**src/rtl/shift_add_mul_if.sv**
```systemverilog
// rtl/shift_add_mul_if.sv - handshake/operand/result bundle for shift_add_mul
// Signals:
//   start         request to begin a multiply (master -> slave)
//   a, b          32-bit multiplicand / multiplier (master -> slave)
//   busy          slave is in RUN or DONE (slave -> master)
//   done          one-cycle pulse when product is updated (slave -> master)
//   product       64-bit registered result (slave -> master)
interface shift_add_mul_if;
  logic        start;
  logic [31:0] a;
  logic [31:0] b;
  logic        busy;
  logic        done;
  logic [63:0] product;

  modport master (output start, a, b, input busy, done, product);
  modport slave  (input start, a, b, output busy, done, product);
endinterface

```
**src/rtl/shift_add_mul.sv**
```systemverilog
// rtl/shift_add_mul.sv - 32x32 sequential shift-add multiplier, 64-bit result
// Ports:
//   clk    rising-edge clock
//   rst_n  asynchronous active-low reset, clears every register
//   bus    shift_add_mul_if.slave: start/a/b in, busy/done/product out
// Build option: define SHIFT_ADD_MUL_SIGNED_EN for two's-complement operands
// and product; undefined gives unsigned operation. Timing is identical.
// Also contains cla, the 32-bit carry-lookahead adder used by the datapath.

module cla (
  input  logic [31:0] x,
  input  logic [31:0] y,
  input  logic        cin,
  output logic [31:0] sum,
  output logic        cout
);
  logic [31:0] g;
  logic [31:0] p;

  assign g = x & y;
  assign p = x ^ y;

  // 4-bit lookahead groups; the group carry chains between groups.
  always_comb begin
    logic       c0;
    logic [3:0] gg;
    logic [3:0] pp;
    logic [3:0] c;
    sum = '0;
    c0  = cin;
    for (int k = 0; k < 8; k++) begin
      gg   = g[4*k +: 4];
      pp   = p[4*k +: 4];
      c[0] = c0;
      c[1] = gg[0] | (pp[0] & c0);
      c[2] = gg[1] | (pp[1] & gg[0]) | (pp[1] & pp[0] & c0);
      c[3] = gg[2] | (pp[2] & gg[1]) | (pp[2] & pp[1] & gg[0])
           | (pp[2] & pp[1] & pp[0] & c0);
      c0   = gg[3] | (pp[3] & gg[2]) | (pp[3] & pp[2] & gg[1])
           | (pp[3] & pp[2] & pp[1] & gg[0]) | (pp[3] & pp[2] & pp[1] & pp[0] & c0);
      sum[4*k +: 4] = pp ^ c;
    end
    cout = c0;
  end
endmodule

module shift_add_mul (
  input  logic           clk,
  input  logic           rst_n,
  shift_add_mul_if.slave bus
);
  typedef enum logic [1:0] {IDLE = 2'd0, RUN = 2'd1, DONE = 2'd2} state_t;

  state_t      state;
  state_t      state_nxt;
  logic [31:0] m;
  logic [63:0] p;
  logic [5:0]  cnt;        // 6 bits so it never wraps during the 32 iterations
  logic [63:0] product_q;
  logic [31:0] add_y;
  logic [31:0] add_sum;
  logic        add_cout;
  logic [63:0] p_nxt;
  logic [63:0] result;
  logic [31:0] a_ld;
  logic [31:0] b_ld;
  logic        last_iter;

  assign last_iter = (state == RUN) && (cnt == 6'd31);

  // Add M only when the current multiplier bit is set; the carry-out becomes
  // the new top bit so the full 64-bit product is kept.
  assign add_y = p[0] ? m : 32'd0;

  cla u_cla (
    .x    (p[63:32]),
    .y    (add_y),
    .cin  (1'b0),
    .sum  (add_sum),
    .cout (add_cout)
  );

  assign p_nxt = {add_cout, add_sum, p[31:1]};

`ifdef SHIFT_ADD_MUL_SIGNED_EN
  logic neg;
  // Magnitudes as 32-bit unsigned: 0x80000000 stays 0x80000000 (2^31).
  assign a_ld   = bus.a[31] ? (~bus.a + 32'd1) : bus.a;
  assign b_ld   = bus.b[31] ? (~bus.b + 32'd1) : bus.b;
  assign result = neg ? (~p_nxt + 64'd1) : p_nxt;

  always_ff @(posedge clk or negedge rst_n) begin
    if (!rst_n) begin
      neg <= 1'b0;
    end else if (state == IDLE && bus.start) begin
      neg <= bus.a[31] ^ bus.b[31];
    end
  end
`else
  assign a_ld   = bus.a;
  assign b_ld   = bus.b;
  assign result = p_nxt;
`endif

  // State register
  always_ff @(posedge clk or negedge rst_n) begin
    if (!rst_n) begin
      state <= IDLE;
    end else begin
      state <= state_nxt;
    end
  end

  // Next-state logic
  always_comb begin
    state_nxt = state;
    case (state)
      IDLE:    if (bus.start) state_nxt = RUN;
      RUN:     if (last_iter) state_nxt = DONE;
      DONE:    state_nxt = IDLE;
      default: state_nxt = IDLE;
    endcase
  end

  // Outputs decoded from state
  always_comb begin
    bus.busy = (state == RUN) || (state == DONE);
    bus.done = (state == DONE);
  end

  assign bus.product = product_q;

  // Datapath: operands are only written at accept and during RUN.
  always_ff @(posedge clk or negedge rst_n) begin
    if (!rst_n) begin
      m         <= '0;
      p         <= '0;
      cnt       <= '0;
      product_q <= '0;
    end else begin
      case (state)
        IDLE: begin
          if (bus.start) begin
            m   <= a_ld;
            p   <= {32'd0, b_ld};
            cnt <= '0;
          end
        end
        RUN: begin
          p   <= p_nxt;
          cnt <= cnt + 6'd1;
          if (last_iter) product_q <= result;
        end
        default: ;
      endcase
    end
  end
endmodule

```
**src/flat_wrapper.sv**
```systemverilog
// flat-port wrapper written by rule: the top's interface ports become plain ports
module shift_add_mul_flat 
  (clk, rst_n, bus_start, bus_a, bus_b, bus_busy, bus_done, bus_product);
  shift_add_mul_if bus_i ();
  input  logic clk;
  input  logic rst_n;
  input wire logic [$bits(bus_i.start)-1:0] bus_start;
  input wire logic [$bits(bus_i.a)-1:0] bus_a;
  input wire logic [$bits(bus_i.b)-1:0] bus_b;
  output wire logic [$bits(bus_i.busy)-1:0] bus_busy;
  output wire logic [$bits(bus_i.done)-1:0] bus_done;
  output wire logic [$bits(bus_i.product)-1:0] bus_product;
  assign bus_i.start = bus_start;
  assign bus_i.a = bus_a;
  assign bus_i.b = bus_b;
  assign bus_busy = bus_i.busy;
  assign bus_done = bus_i.done;
  assign bus_product = bus_i.product;
  shift_add_mul u_core (.clk(clk), .rst_n(rst_n), .bus(bus_i));
endmodule
```
**config.mk**
```make
export PLATFORM = sky130hd
export DESIGN_NAME = shift_add_mul_flat
export DESIGN_NICKNAME = d
export VERILOG_FILES = /design/src/rtl/shift_add_mul_if.sv /design/src/rtl/shift_add_mul.sv /design/src/flat_wrapper.sv
export SDC_FILE = /design/constraint.sdc
export NUM_CORES = 1
export LEC_CHECK = 0
export ABC_AREA = 1
export BUFFER_PORTS_ARGS = -buffer_cell sky130_fd_sc_hd__clkbuf_2
export CORE_MARGIN = 8
export CORE_UTILIZATION = 55
export CTS_BUF_LIST = sky130_fd_sc_hd__clkbuf_8
export DETAILED_ROUTE_END_ITERATION = 10
export PLACE_DENSITY = 0.76
export SETUP_SLACK_MARGIN = 0.2
export SYNTH_ARGS = -nofsm -noshare
export SYNTH_HDL_FRONTEND = slang
export SYNTH_SLANG_ARGS = --single-unit
```
**constraint.sdc**
```tcl
create_clock -name clk -period 6.5 [get_ports clk]
set_input_delay 0.65 -clock clk [delete_from_list [all_inputs] [get_ports clk]]
set_output_delay 0.65 -clock clk [all_outputs]
set_load 0.1 [all_outputs]
```
==> tab_implementation.tex, run 1 <==
\begin{tabular}{lr}
\hline
Metric & Value \\
\hline
\multicolumn{2}{l}{\textbf{Status}} \\
Outcome & complete, no violations \\
\multicolumn{2}{l}{\textbf{Min path}} \\
Class of the worst hold path & in2async \\
\multicolumn{2}{l}{\textbf{STA}} \\
Final hold violations & 0 \\
Unrepaired setup endpoints after global routing & no \\
Pins over their slew limit & 0 \\
Final setup TNS & 0 ps \\
Worst setup margin & 2780 ps \\
Clock period minus worst slack & 3720 ps \\
Max\_slew headroom & 22.6\% \\
Slew at the pin closest to its max-slew limit & 1160 ps \\
Worst-case clock skew & 15.5 ps \\
Final-report setup violation count & 0 \\
Period utilization & 57.3\% \\
Maximum operating frequency & 0.269 GHz \\
\multicolumn{2}{l}{\textbf{Clocking}} \\
CTS Buf Count & 17 \\
Post-cts resize count & 0 \\
Latest clock arrival within the worst-skew pair & 470 ps \\
TritonCTS clock tree & done \\
Total number of H-tree levels & 4 \\
Count of hold-fix buffers inserted at cts & 0 \\
Worst-path clk slew & 90 ps \\
Maximum root-to-sink buffer count & 2 \\
Clock root buffer & sky130\_fd\_sc\_hd\_\_clkbuf\_8 \\
Setup bufs post-CTS & 0 \\
Total number of clock tree sinks & 168 \\
\multicolumn{2}{l}{\textbf{Detailed routing}} \\
Via density & 5.12 \\
DRC violations left & 0 \\
Average detailed-routed wire length per instance & 14.5 µm \\
First-iteration detailed-routing DRC count & 359 \\
Wire length reported by the detailed router & 17,100 µm \\
Drt first pass iters & 4 \\
Vias & 6,048 \\
Post-detailed-route count of antenna-violating nets & 0 \\
\multicolumn{2}{l}{\textbf{Power and ir drop}} \\
Worst voltage drop across the vdd grid & 266 µV \\
P per Cell Area & 431 nW/µm² \\
Static Leak & 0.00486 µW \\
\multicolumn{2}{l}{\textbf{Critical path}} \\
Cell type of the slowest stage on the worst timing path & sky130\_fd\_sc\_hd\_\_ha\_2 \\
Critical Path RT & 6830 ps \\
Critical path fanouts, max & 67 \\
Startpoint types & register \\
Series of cell instances along the critical path & inv\_1 -> ha\_2 -> inv\_1 -> nor2\_2 -> clkinv\_2 -> buf\_4 -> nand2\_1 -> o21ai\_0 \\
Slowest stage delay, CP & 910 ps \\
Worst path arrival time & 4050 ps \\
CP endpoint kind & register \\
Setup Crit Path Kind & reg2reg \\
Most numerous cell on the critical path & sky130\_fd\_sc\_hd\_\_inv\_1 \\
\multicolumn{2}{l}{\textbf{Global routing}} \\
Number of antenna violations at the first check in global routing & 0 \\
Global-route total usage across every layer & 19.1\% \\
Maximum number of pins on one net before global-route repair & 114 \\
GRT overflow & 0 \\
Via count of the first global-routing pass & 5,959 \\
Global-route wire length before repair & 28,400 µm \\
\multicolumn{2}{l}{\textbf{Place}} \\
Total half-perimeter wirelength after legalization and detailed placement & 12,100 µm \\
Cell Area, Placed & 8850 µm² \\
Last weighted congestion value of the routability-driven placer & 0.828 \\
Total instance count after detailed placement & 1,150 \\
Pre-CTS setup slack & 2750 ps \\
Port buffer count & 132 \\
\multicolumn{2}{l}{\textbf{Yosys}} \\
Ys Warns & 0 \\
Avg Inst Size Synth & 9.27 µm² \\
Post-synthesis register bit count & 168 \\
Sequential share of the synthesized area & 52.1\% \\
Post-Syn Area & 8060 µm² \\
Mapped Nets & 981 \\
Number of distinct standard cells referenced by the synthesized netlist & 35 \\
Number of instances in the synthesized netlist & 870 \\
\multicolumn{2}{l}{\textbf{Floorplan}} \\
Die footprint & 18,800 µm² \\
Core ar. & 14,400 µm² \\
Boundary pin count & 133 \\
Initial core utilization & 55.9\% \\
Cell Rows & 44 \\
Die extent in y & 137 µm \\
Horiz. Die Dim & 137 µm \\
\multicolumn{2}{l}{\textbf{Cells and area}} \\
Final layout net count & 1,096 \\
Antenna diodes & 0 \\
Most common cell after layout, fill and taps aside & sky130\_fd\_sc\_hd\_\_nand2\_1 \\
Post-route cell area & 9220 µm² \\
Share of post-route cells with drive strength above 1 & 22.0\% \\
Layout-stage area growth over the synthesis result & 14.3\% \\
Commonest cells after routing, fill and taps aside & 209 x sky130\_fd\_sc\_hd\_\_nand2\_1, 168 x sky130\_fd\_sc\_hd\_\_dfrtp\_1, 131 x sky130\_fd\_sc\_hd\_\_clkbuf\_2, 111 x sky130\_fd\_sc\_hd\_\_o21ai\_0, 105 x sky130\_fd\_sc\_hd\_\_inv\_1 \\
Number of standard cells in the final layout excluding fillers & 1,182 \\
\multicolumn{2}{l}{\textbf{Run}} \\
Max-Cap Viols & 0 \\
\hline
\end{tabular}
-- routing by layer --
layer	up-vias	track usage (%)	share of wire [%]
li1	3054	-	-
met1	2868	24.2	44
met2	107	31.4	50
met3	19	4.85	4.7
met4	0	6.16	1.2
met5	-	0	0
-- stage by stage --
step	hold slack (ps)	power [µW]	util, %
6_report	329	3980	63.9
3_5_place_dp	468	3310	61.4
3_3_place_gp	460	3250	61.4
2_1_floorplan	354	2890	-
4_1_cts	352	4010	63.9
5_1_grt	379	4340	63.9
-- final cells by class --
| class | instances | area [µm²] |
|---|---|---|
| clock inverters | 12 | 92.6 |
| inverters | 106 | 399 |
| fillers | 1234 | 5200 |
| flip-flops and latches | 168 | 4200 |
| clock buffers | 20 | 275 |
| repair buffers | 136 | 697 |
| multi-input cells | 556 | 3320 |
| well taps | 184 | 230 |
-- sequential cells by signal, indices dropped and copies added (netlist names) --
signal              cells
u_core.bus.product     64
u_core.p               64
u_core.m               32
u_core.cnt              6
u_core.state            2
-- kinds of logic (layout without fill, tap and decap cells) --
family                     Yosys count  in the layout  share of synthesized area, %
muxes                               32             32                          4.47
adders and majority gates           44             44                          7.57
AOI/OAI and AO/OA                  176            176                          12.4
xor gates and xnor gates            20             20                          2.17
and+or+nand+nor                    284            284                          14.4
buffers and inverters              146            274                          6.86
DFF                                168            168                          52.1
-- synthesized netlist by cell type --
master	count	area [µm²]
sky130_fd_sc_hd__nand2_1	209	785
sky130_fd_sc_hd__dfrtp_1	168	4200
sky130_fd_sc_hd__o21ai_0	112	561
sky130_fd_sc_hd__inv_1	105	394
sky130_fd_sc_hd__ha_1	36	450
sky130_fd_sc_hd__mux2_2	32	360
sky130_fd_sc_hd__o211ai_1	32	240
sky130_fd_sc_hd__clkbuf_1	31	116
sky130_fd_sc_hd__nor2_1	25	93.8
sky130_fd_sc_hd__nand3_1	24	120
sky130_fd_sc_hd__a21oi_1	17	85.1
sky130_fd_sc_hd__xor2_1	15	131
sky130_fd_sc_hd__nand2_2	13	81.3
sky130_fd_sc_hd__fa_1	8	160
sky130_fd_sc_hd__o22ai_1	6	37.5
sky130_fd_sc_hd__buf_1	5	18.8
sky130_fd_sc_hd__xnor2_1	5	43.8
sky130_fd_sc_hd__buf_2	4	20.0
sky130_fd_sc_hd__nand4_1	3	18.8
sky130_fd_sc_hd__nor3_1	3	15.0
sky130_fd_sc_hd__nand3b_1	2	15.0
sky130_fd_sc_hd__o21bai_1	2	15.0
sky130_fd_sc_hd__a211oi_1	1	7.51
sky130_fd_sc_hd__a21o_1	1	7.51
sky130_fd_sc_hd__a221oi_1	1	8.76
sky130_fd_sc_hd__a22o_1	1	8.76
sky130_fd_sc_hd__a31oi_1	1	6.26
sky130_fd_sc_hd__inv_2	1	3.75
sky130_fd_sc_hd__nand2_4	1	11.3
sky130_fd_sc_hd__nor2_2	1	6.26
sky130_fd_sc_hd__nor4_1	1	6.26
sky130_fd_sc_hd__o211a_1	1	10.0
sky130_fd_sc_hd__o21ai_2	1	8.76
sky130_fd_sc_hd__or2_0	1	6.26
sky130_fd_sc_hd__or2_2	1	6.26
-- path summary, 6_finish.rpt --
kind                                                     from                                 end  slack, ps  cells past startpoint
min                                                     rst_n            u_core.m[16]$_DFFE_PN0P_        330                      1
max reg2reg                       u_core.state[1]$_DFFE_PN0P_  u_core.bus.product[27]$_DFFE_PN0P_       2780                      8
max in group asynchronous                               rst_n             u_core.p[0]$_DFFE_PN0P_       4880                      2
min reg2reg                u_core.bus.product[60]$_DFFE_PN0P_  u_core.bus.product[60]$_DFFE_PN0P_        480                      2
min in group clk                                    bus_a[21]            u_core.m[21]$_DFFE_PN0P_        410                      2
max                               u_core.state[1]$_DFFE_PN0P_  u_core.bus.product[27]$_DFFE_PN0P_       2780                      8
-- report_power, final --
group          internal [µW]  switching, µW
clock                    299            390
sequential              1350            176
combinational            664           1100
-- worst max-delay path: cells and delay by family, from the launching register on --
kind	cells	cell delay, ps
DFF	1	390
and+or+nand+nor	2	580
adders and majority gates	1	910
buffers and inverters	4	1600
AOI/OAI and AO/OA	1	80
Power figures use the tool's default switching activity.
==> run 2: changes to the inputs <==
Clock period 6.5 ns to 3.6 ns, I/O delays scaled along.
==> run 2 against run 1 <==
Sequential power grew 78%. Clock skew shrank 6.0 ps. Global-route usage grew 0.21 points. Clock power is 89% higher. Critical path depth increased by 13. Register-to-register slack worse by 2200 ps. First-iteration DRC count rose by 0.56%. Hold slack lost 190 ps. Non-clock buffer count increased by 7. Via count rose by 0.46%. Sequential cell count did not move. Largest power group unchanged.
==> tab_implementation.tex, run 2 (synthesized netlist as in run 1, its figures left out) <==
\begin{tabular}{lr}
\hline
Metric & Value \\
\hline
\multicolumn{2}{l}{\textbf{Status}} \\
Outcome & complete, no violations \\
\multicolumn{2}{l}{\textbf{Power and ir drop}} \\
Static Leak & 0.00491 µW \\
P per Cell Area & 783 nW/µm² \\
Overall power of the completed layout & 7280 µW \\
Worst voltage drop across the vdd grid & 650 µV \\
\multicolumn{2}{l}{\textbf{Critical path}} \\
Worst Reg2Reg Path Length in Cells & 21 \\
Critical Path Start & u\_core.p[0]\$\_DFFE\_PN0P\_ \\
Critical register-to-register path endpoint & u\_core.p[60]\$\_DFFE\_PN0P\_ \\
R2R Path Start & u\_core.p[0]\$\_DFFE\_PN0P\_ \\
Worst path arrival time & 3380 ps \\
Critical path fanouts, max & 11 \\
Critical Path RT & 3930 ps \\
CP endpoint kind & register \\
Timing endpoint of the critical path & u\_core.p[60]\$\_DFFE\_PN0P\_ \\
Setup Crit Path Kind & reg2reg \\
R2R Setup Slk & 550 ps \\
Startpoint types & register \\
\multicolumn{2}{l}{\textbf{Global routing}} \\
GRT overflow & 0 \\
Global-route wire length before repair & 28,900 µm \\
Global-route total usage across every layer & 19.3\% \\
Number of antenna violations at the first check in global routing & 1 \\
Via count of the first global-routing pass & 6,139 \\
Maximum number of pins on one net before global-route repair & 85 \\
\multicolumn{2}{l}{\textbf{Clocking}} \\
CTS Buf Count & 17 \\
Total number of H-tree levels & 4 \\
Total number of clock tree sinks & 168 \\
TritonCTS clock tree & done \\
Worst-path clk slew & 80 ps \\
Latest clock arrival within the worst-skew pair & 450 ps \\
Clock root buffer & sky130\_fd\_sc\_hd\_\_clkbuf\_8 \\
Maximum root-to-sink buffer count & 2 \\
\multicolumn{2}{l}{\textbf{STA}} \\
Unrepaired setup endpoints after global routing & no \\
Maximum operating frequency & 0.328 GHz \\
Final-report setup violation count & 0 \\
Slew at the pin closest to its max-slew limit & 776 ps \\
Worst-case clock skew & 9.55 ps \\
Final setup TNS & 0 ps \\
Max\_slew headroom & 48.2\% \\
Pins over their slew limit & 0 \\
Period utilization & 84.7\% \\
Clock period minus worst slack & 3050 ps \\
Final hold violations & 0 \\
\multicolumn{2}{l}{\textbf{Detailed routing}} \\
DRC violations left & 0 \\
Via density & 5.11 \\
First-iteration detailed-routing DRC count & 361 \\
Average detailed-routed wire length per instance & 14.5 µm \\
Wire length reported by the detailed router & 17,300 µm \\
Drt first pass iters & 4 \\
Post-detailed-route count of antenna-violating nets & 0 \\
Vias & 6,076 \\
\multicolumn{2}{l}{\textbf{Cells and area}} \\
Layout-stage area growth over the synthesis result & 15.2\% \\
Final layout net count & 1,103 \\
Share of post-route cells with drive strength above 1 & 22.5\% \\
Filler cell count in the final layout & 1,234 \\
Commonest cells after routing, fill and taps aside & 209 x sky130\_fd\_sc\_hd\_\_nand2\_1, 167 x sky130\_fd\_sc\_hd\_\_dfrtp\_1, 131 x sky130\_fd\_sc\_hd\_\_clkbuf\_2, 111 x sky130\_fd\_sc\_hd\_\_o21ai\_0, 106 x sky130\_fd\_sc\_hd\_\_inv\_1 \\
Most common cell after layout, fill and taps aside & sky130\_fd\_sc\_hd\_\_nand2\_1 \\
\multicolumn{2}{l}{\textbf{Floorplan}} \\
Horiz. Die Dim & 137 µm \\
Die footprint & 18,800 µm² \\
Boundary pin count & 133 \\
Cell Rows & 44 \\
Initial core utilization & 55.9\% \\
Core ar. & 14,400 µm² \\
Die extent in y & 137 µm \\
\multicolumn{2}{l}{\textbf{Place}} \\
Last weighted congestion value of the routability-driven placer & 0.862 \\
Total half-perimeter wirelength after legalization and detailed placement & 12,600 µm \\
Port buffer count & 132 \\
\multicolumn{2}{l}{\textbf{Min path}} \\
Hold Crit Depth & 2 \\
Class of the worst hold path & in2reg \\
Worst hold start & bus\_a[26] \\
\multicolumn{2}{l}{\textbf{Run}} \\
Max-Cap Viols & 0 \\
\hline
\end{tabular}
## run 2: changes by cell type in the layout (fill, tap and decap cells not counted), moves of 2 or more
cell / change
sky130_fd_sc_hd__clkbuf_8: -2
sky130_fd_sc_hd__clkinv_2: +4
sky130_fd_sc_hd__bufinv_16: +2
sky130_fd_sc_hd__buf_4: +6
sky130_fd_sc_hd__clkinvlp_4: -2
sky130_fd_sc_hd__inv_6: -4
## run 2: final cells by class
| class | count | area, µm² | area share [%] |
|---|---|---|---|
| flip-flops and latches | 168 | 4210 | 45.3 |
| diodes | 1 | 2.50 | 0.0269 |
| repair buffers | 143 | 752 | 8.09 |
| clock inverters | 14 | 135 | 1.45 |
| clock buffers | 18 | 248 | 2.67 |
| well taps | 184 | 230 | 2.48 |
| multi-input cells | 556 | 3320 | 35.7 |
| inverters | 106 | 399 | 4.30 |
## run 2: what timing repair did
item | 4_1_cts | 5_1_grt
gates resized for setup | 0 | 1
setup endpoints to repair | 0 | 1
setup buffers | 0 | 0
hold buffers | 1 | 0
endpoints found under the hold margin | 74 | 0
## run 2: where the power goes
part           switching, µW  internal (µW)
clock network            668            627
logic                   2040           1220
registers                280           2440
total                   2990           4280
## run 2: stage by stage
stage               instances  setup WS [ps]  area [µm²]  hold slack [ps]  util (%)
global placement         1156            585        8900              426      61.7
CTS                      1189            439        9290              101      64.4
detailed placement       1156            462        8900              425      61.7
floorplan                 870            537        8060             64.4         -
global route             1190            311        9290              104      64.4
finish                   1190            552        9290              135      64.4
## run 2: worst min-delay path by stage
stage                                        end  slack (ps)
2_1_floorplan  u_core.bus.product[0]$_DFFE_PN0P_          60
3_3_place_gp            u_core.m[18]$_DFFE_PN0P_         430
3_5_place_dp            u_core.m[18]$_DFFE_PN0P_         420
4_1_cts                 u_core.m[24]$_DFFE_PN0P_         100
5_1_grt                 u_core.m[30]$_DFFE_PN0P_         100
6_report                u_core.m[26]$_DFFE_PN0P_         130
## run 2: layer usage
layer / vias to the layer above / track usage [%] / part of all wire, %
li1: 3065 / - / -
met3: 17 / 3.82 / 4.4
met2: 110 / 31.3 / 49
met5: - / 0 / 0
met4: 0 / 7.66 / 1.7
met1: 2884 / 24.9 / 45
## run 2: worst max-delay path, cell delays in order (launching register included)
cell and delay, ps:
sky130_fd_sc_hd__dfrtp_2 490, sky130_fd_sc_hd__nand2_1 90, sky130_fd_sc_hd__inv_1 40, sky130_fd_sc_hd__ha_1 330, sky130_fd_sc_hd__or2_0 230, sky130_fd_sc_hd__nand2_1 80, sky130_fd_sc_hd__nand2_2 80, sky130_fd_sc_hd__nand2_2 70
sky130_fd_sc_hd__nand2_2 60, sky130_fd_sc_hd__nand2_1 60, sky130_fd_sc_hd__nand2_1 60, sky130_fd_sc_hd__nand2_1 60, sky130_fd_sc_hd__nand2_1 70, sky130_fd_sc_hd__nand2_1 80, sky130_fd_sc_hd__nand2_2 70, sky130_fd_sc_hd__nand2_2 60
sky130_fd_sc_hd__nand2_2 70, sky130_fd_sc_hd__nand2_2 80, sky130_fd_sc_hd__nand2_4 70, sky130_fd_sc_hd__fa_1 400, sky130_fd_sc_hd__xor2_1 180, sky130_fd_sc_hd__a22o_1 210
==> run 3: changes to the inputs <==
Settings changed: CORE_UTILIZATION 55 to 53, PLACE_DENSITY 0.76 to 0.77.
Clock period 3.6 ns to 2.6 ns, I/O delays scaled along.
==> run 3 against run 2 <==
Total power increased by 74%. Fmax increased by 3.6%. Die area increased by 3.3%. Count of clock-buffer cells in the layout increased by 1. Combinational power increased by 110%. Core utilization increased by 5.5 points. Sequential power increased by 41%. Via count increased by 10%. Sequential cell count unchanged. Critical path depth decreased by 1. Clock power increased by 48%. The run now ends with negative setup slack left. Non-clock buffer count increased by 72.
==> tab_implementation.tex, run 3 (synthesized netlist as in run 1, its figures left out) <==
\begin{tabular}{lr}
\hline
Metric & Value \\
\hline
\multicolumn{2}{l}{\textbf{Place}} \\
Pre-CTS setup slack & -389 ps \\
Total half-perimeter wirelength after legalization and detailed placement & 12,800 µm \\
Port buffer count & 132 \\
Last weighted congestion value of the routability-driven placer & 0.858 \\
Total instance count after detailed placement & 1,198 \\
\multicolumn{2}{l}{\textbf{STA}} \\
Fin Hold WS & 33.5 ps \\
Worst setup margin & -342 ps \\
Unrepaired setup endpoints after global routing & yes \\
Final-report setup violation count & 41 \\
Final hold violations & 0 \\
Worst-case clock skew & 16.6 ps \\
Period utilization & 113\% \\
Clock period minus worst slack & 2940 ps \\
Final setup TNS & -6590 ps \\
Maximum operating frequency & 0.340 GHz \\
Max\_slew headroom & 40.0\% \\
Slew at the pin closest to its max-slew limit & 897 ps \\
Pins over their slew limit & 0 \\
\multicolumn{2}{l}{\textbf{Floorplan}} \\
Core ar. & 15,000 µm² \\
Initial core utilization & 53.6\% \\
Horiz. Die Dim & 139 µm \\
Die extent in y & 139 µm \\
Die footprint & 19,400 µm² \\
Cell Rows & 45 \\
Boundary pin count & 133 \\
\multicolumn{2}{l}{\textbf{Detailed routing}} \\
Post-detailed-route count of antenna-violating nets & 0 \\
First-iteration detailed-routing DRC count & 359 \\
Via density & 5.29 \\
DRC violations left & 0 \\
Met2 wire length & 10,500 µm \\
Drt first pass iters & 5 \\
Wire length reported by the detailed router & 20,400 µm \\
Routed length on met1 & 8430 µm \\
Vias & 6,689 \\
Average detailed-routed wire length per instance & 16.1 µm \\
Uppermost signal routing layer after detailed routing & met4 \\
DR WL met3 & 942 µm \\
\multicolumn{2}{l}{\textbf{Power and ir drop}} \\
Static Leak & 0.00538 µW \\
P per Cell Area & 1210 nW/µm² \\
Worst voltage drop across the vdd grid & 744 µV \\
\multicolumn{2}{l}{\textbf{Cells and area}} \\
Antenna diodes & 0 \\
Share of post-route cells with drive strength above 1 & 35.8\% \\
Commonest cells after routing, fill and taps aside & 191 x sky130\_fd\_sc\_hd\_\_nand2\_1, 167 x sky130\_fd\_sc\_hd\_\_dfrtp\_1, 131 x sky130\_fd\_sc\_hd\_\_clkbuf\_2, 90 x sky130\_fd\_sc\_hd\_\_inv\_1, 84 x sky130\_fd\_sc\_hd\_\_o21ai\_0 \\
Final core area utilization & 69.9\% \\
Most common cell after layout, fill and taps aside & sky130\_fd\_sc\_hd\_\_nand2\_1 \\
Number of standard cells in the final layout excluding fillers & 1,264 \\
Final layout net count & 1,175 \\
Layout-stage area growth over the synthesis result & 30.3\% \\
\multicolumn{2}{l}{\textbf{Critical path}} \\
Slowest stage delay, CP & 510 ps \\
CP endpoint kind & register \\
Family with the most delay on the worst path & simple AND/OR/NAND/NOR gates \\
Series of cell instances along the critical path & buf\_12 -> buf\_16 -> nand2\_1 -> inv\_1 -> ha\_4 -> nand3\_2 -> buf\_4 -> nor2\_1 -> nand2\_1 -> nand2\_2 -> nand2\_2 -> nand2\_4 -> nand2\_4 -> nand2\_4 -> buf\_6 -> inv\_2 -> fa\_2 -> xnor2\_2 -> nand2\_1 -> o21ai\_1 \\
Startpoint types & register \\
R2R Setup Slk & -340 ps \\
Bufs and invs on worst path & 6 \\
Critical path fanouts, max & 8 \\
Setup Crit Path Kind & reg2reg \\
Critical register-to-register path endpoint & u\_core.p[56]\$\_DFFE\_PN0P\_ \\
Worst Reg2Reg Path Length in Cells & 20 \\
Worst path arrival time & 3330 ps \\
Critical Path RT & 2980 ps \\
R2R Path Start & u\_core.p[0]\$\_DFFE\_PN0P\_ \\
Cell type of the slowest stage on the worst timing path & sky130\_fd\_sc\_hd\_\_dfrtp\_2 \\
\multicolumn{2}{l}{\textbf{Clocking}} \\
Latest clock arrival within the worst-skew pair & 460 ps \\
Worst-path clk slew & 80 ps \\
TritonCTS clock tree & done \\
Clock root buffer & sky130\_fd\_sc\_hd\_\_clkbuf\_8 \\
Total number of H-tree levels & 4 \\
Maximum root-to-sink buffer count & 2 \\
CTS Buf Count & 17 \\
Total number of clock tree sinks & 168 \\
\multicolumn{2}{l}{\textbf{Min path}} \\
Worst Hold Endpoint & u\_core.m[30]\$\_DFFE\_PN0P\_ \\
Class of the worst hold path & in2reg \\
Hold Crit Depth & 2 \\
Worst hold start & bus\_a[30] \\
\multicolumn{2}{l}{\textbf{Global routing}} \\
Global-route total usage across every layer & 20.3\% \\
GRT overflow & 0 \\
Global-route wire length before repair & 32,100 µm \\
Via count of the first global-routing pass & 6,726 \\
Number of antenna violations at the first check in global routing & 0 \\
Maximum number of pins on one net before global-route repair & 80 \\
\multicolumn{2}{l}{\textbf{Status}} \\
Violations in the final reports & negative setup slack \\
Outcome & finished with violations \\
\multicolumn{2}{l}{\textbf{Run}} \\
Max-Cap Viols & 0 \\
\hline
\end{tabular}
[run 3: repair_timing]
action | CTS | global route
hold endpoints to repair | 42 | 2
buffers inserted | 18 | 11
hold buffers | 3 | 2
setup endpoints to repair | 42 | 48
gates cloned | 1 | 0
gates resized for setup | 74 | 68
pin swaps | 31 | 29
[run 3: metrics by stage]
stage               total power, µW  cell area, µm²
floorplan                      7370            8150
global placement               8890            9300
detailed placement             9080            9300
CTS                           11800           10100
global route                  13600           10500
finish                        12700           10500
[run 3: how the worst max path moves through the flow]
| stage | from | endpoint | slack [ps] | cells after the start |
|---|---|---|---|---|
| finish | u_core.p[0]$_DFFE_PN0P_ | u_core.p[56]$_DFFE_PN0P_ | -340 | 20 |
| global route | u_core.p[0]$_DFFE_PN0P_ | u_core.p[56]$_DFFE_PN0P_ | -460 | 19 |
| CTS | u_core.p[0]$_DFFE_PN0P_ | u_core.p[60]$_DFFE_PN0P_ | -230 | 21 |
| detailed placement | u_core.p[0]$_DFFE_PN0P_ | u_core.p[60]$_DFFE_PN0P_ | -390 | 18 |
| global placement | u_core.p[0]$_DFFE_PN0P_ | u_core.p[60]$_DFFE_PN0P_ | -250 | 18 |
| floorplan | u_core.p[0]$_DFFE_PN0P_ | u_core.p[60]$_DFFE_PN0P_ | -180 | 23 |
[run 3: report_power, final]
group / internal [µW] / leakage (µW) / switching (µW) / total [µW]
Combinational: 3100 / 0.00301 / 3810 / 6910
Clock: 990 / 0.000196 / 942 / 1930
Sequential: 3380 / 0.00218 / 451 / 3830
Total: 7470 / 0.00538 / 5200 / 12700
[run 3: area by class of cell]
type                       instances  area [µm²]
clock buffer                      19         262
tap                              188         235
fill                            1067        4520
clock inverter                    12         151
sequential                       168        4210
inverter                         106         407
multi-input combinational        556        3790
timing repair buffer             215        1460
[run 3: routing by layer]
layer	vias to the layer above	GRT usage, %
li1	3215	-
met1	3260	24.2
met2	171	34.3
met3	43	5.20
met4	0	8.49
met5	-	0
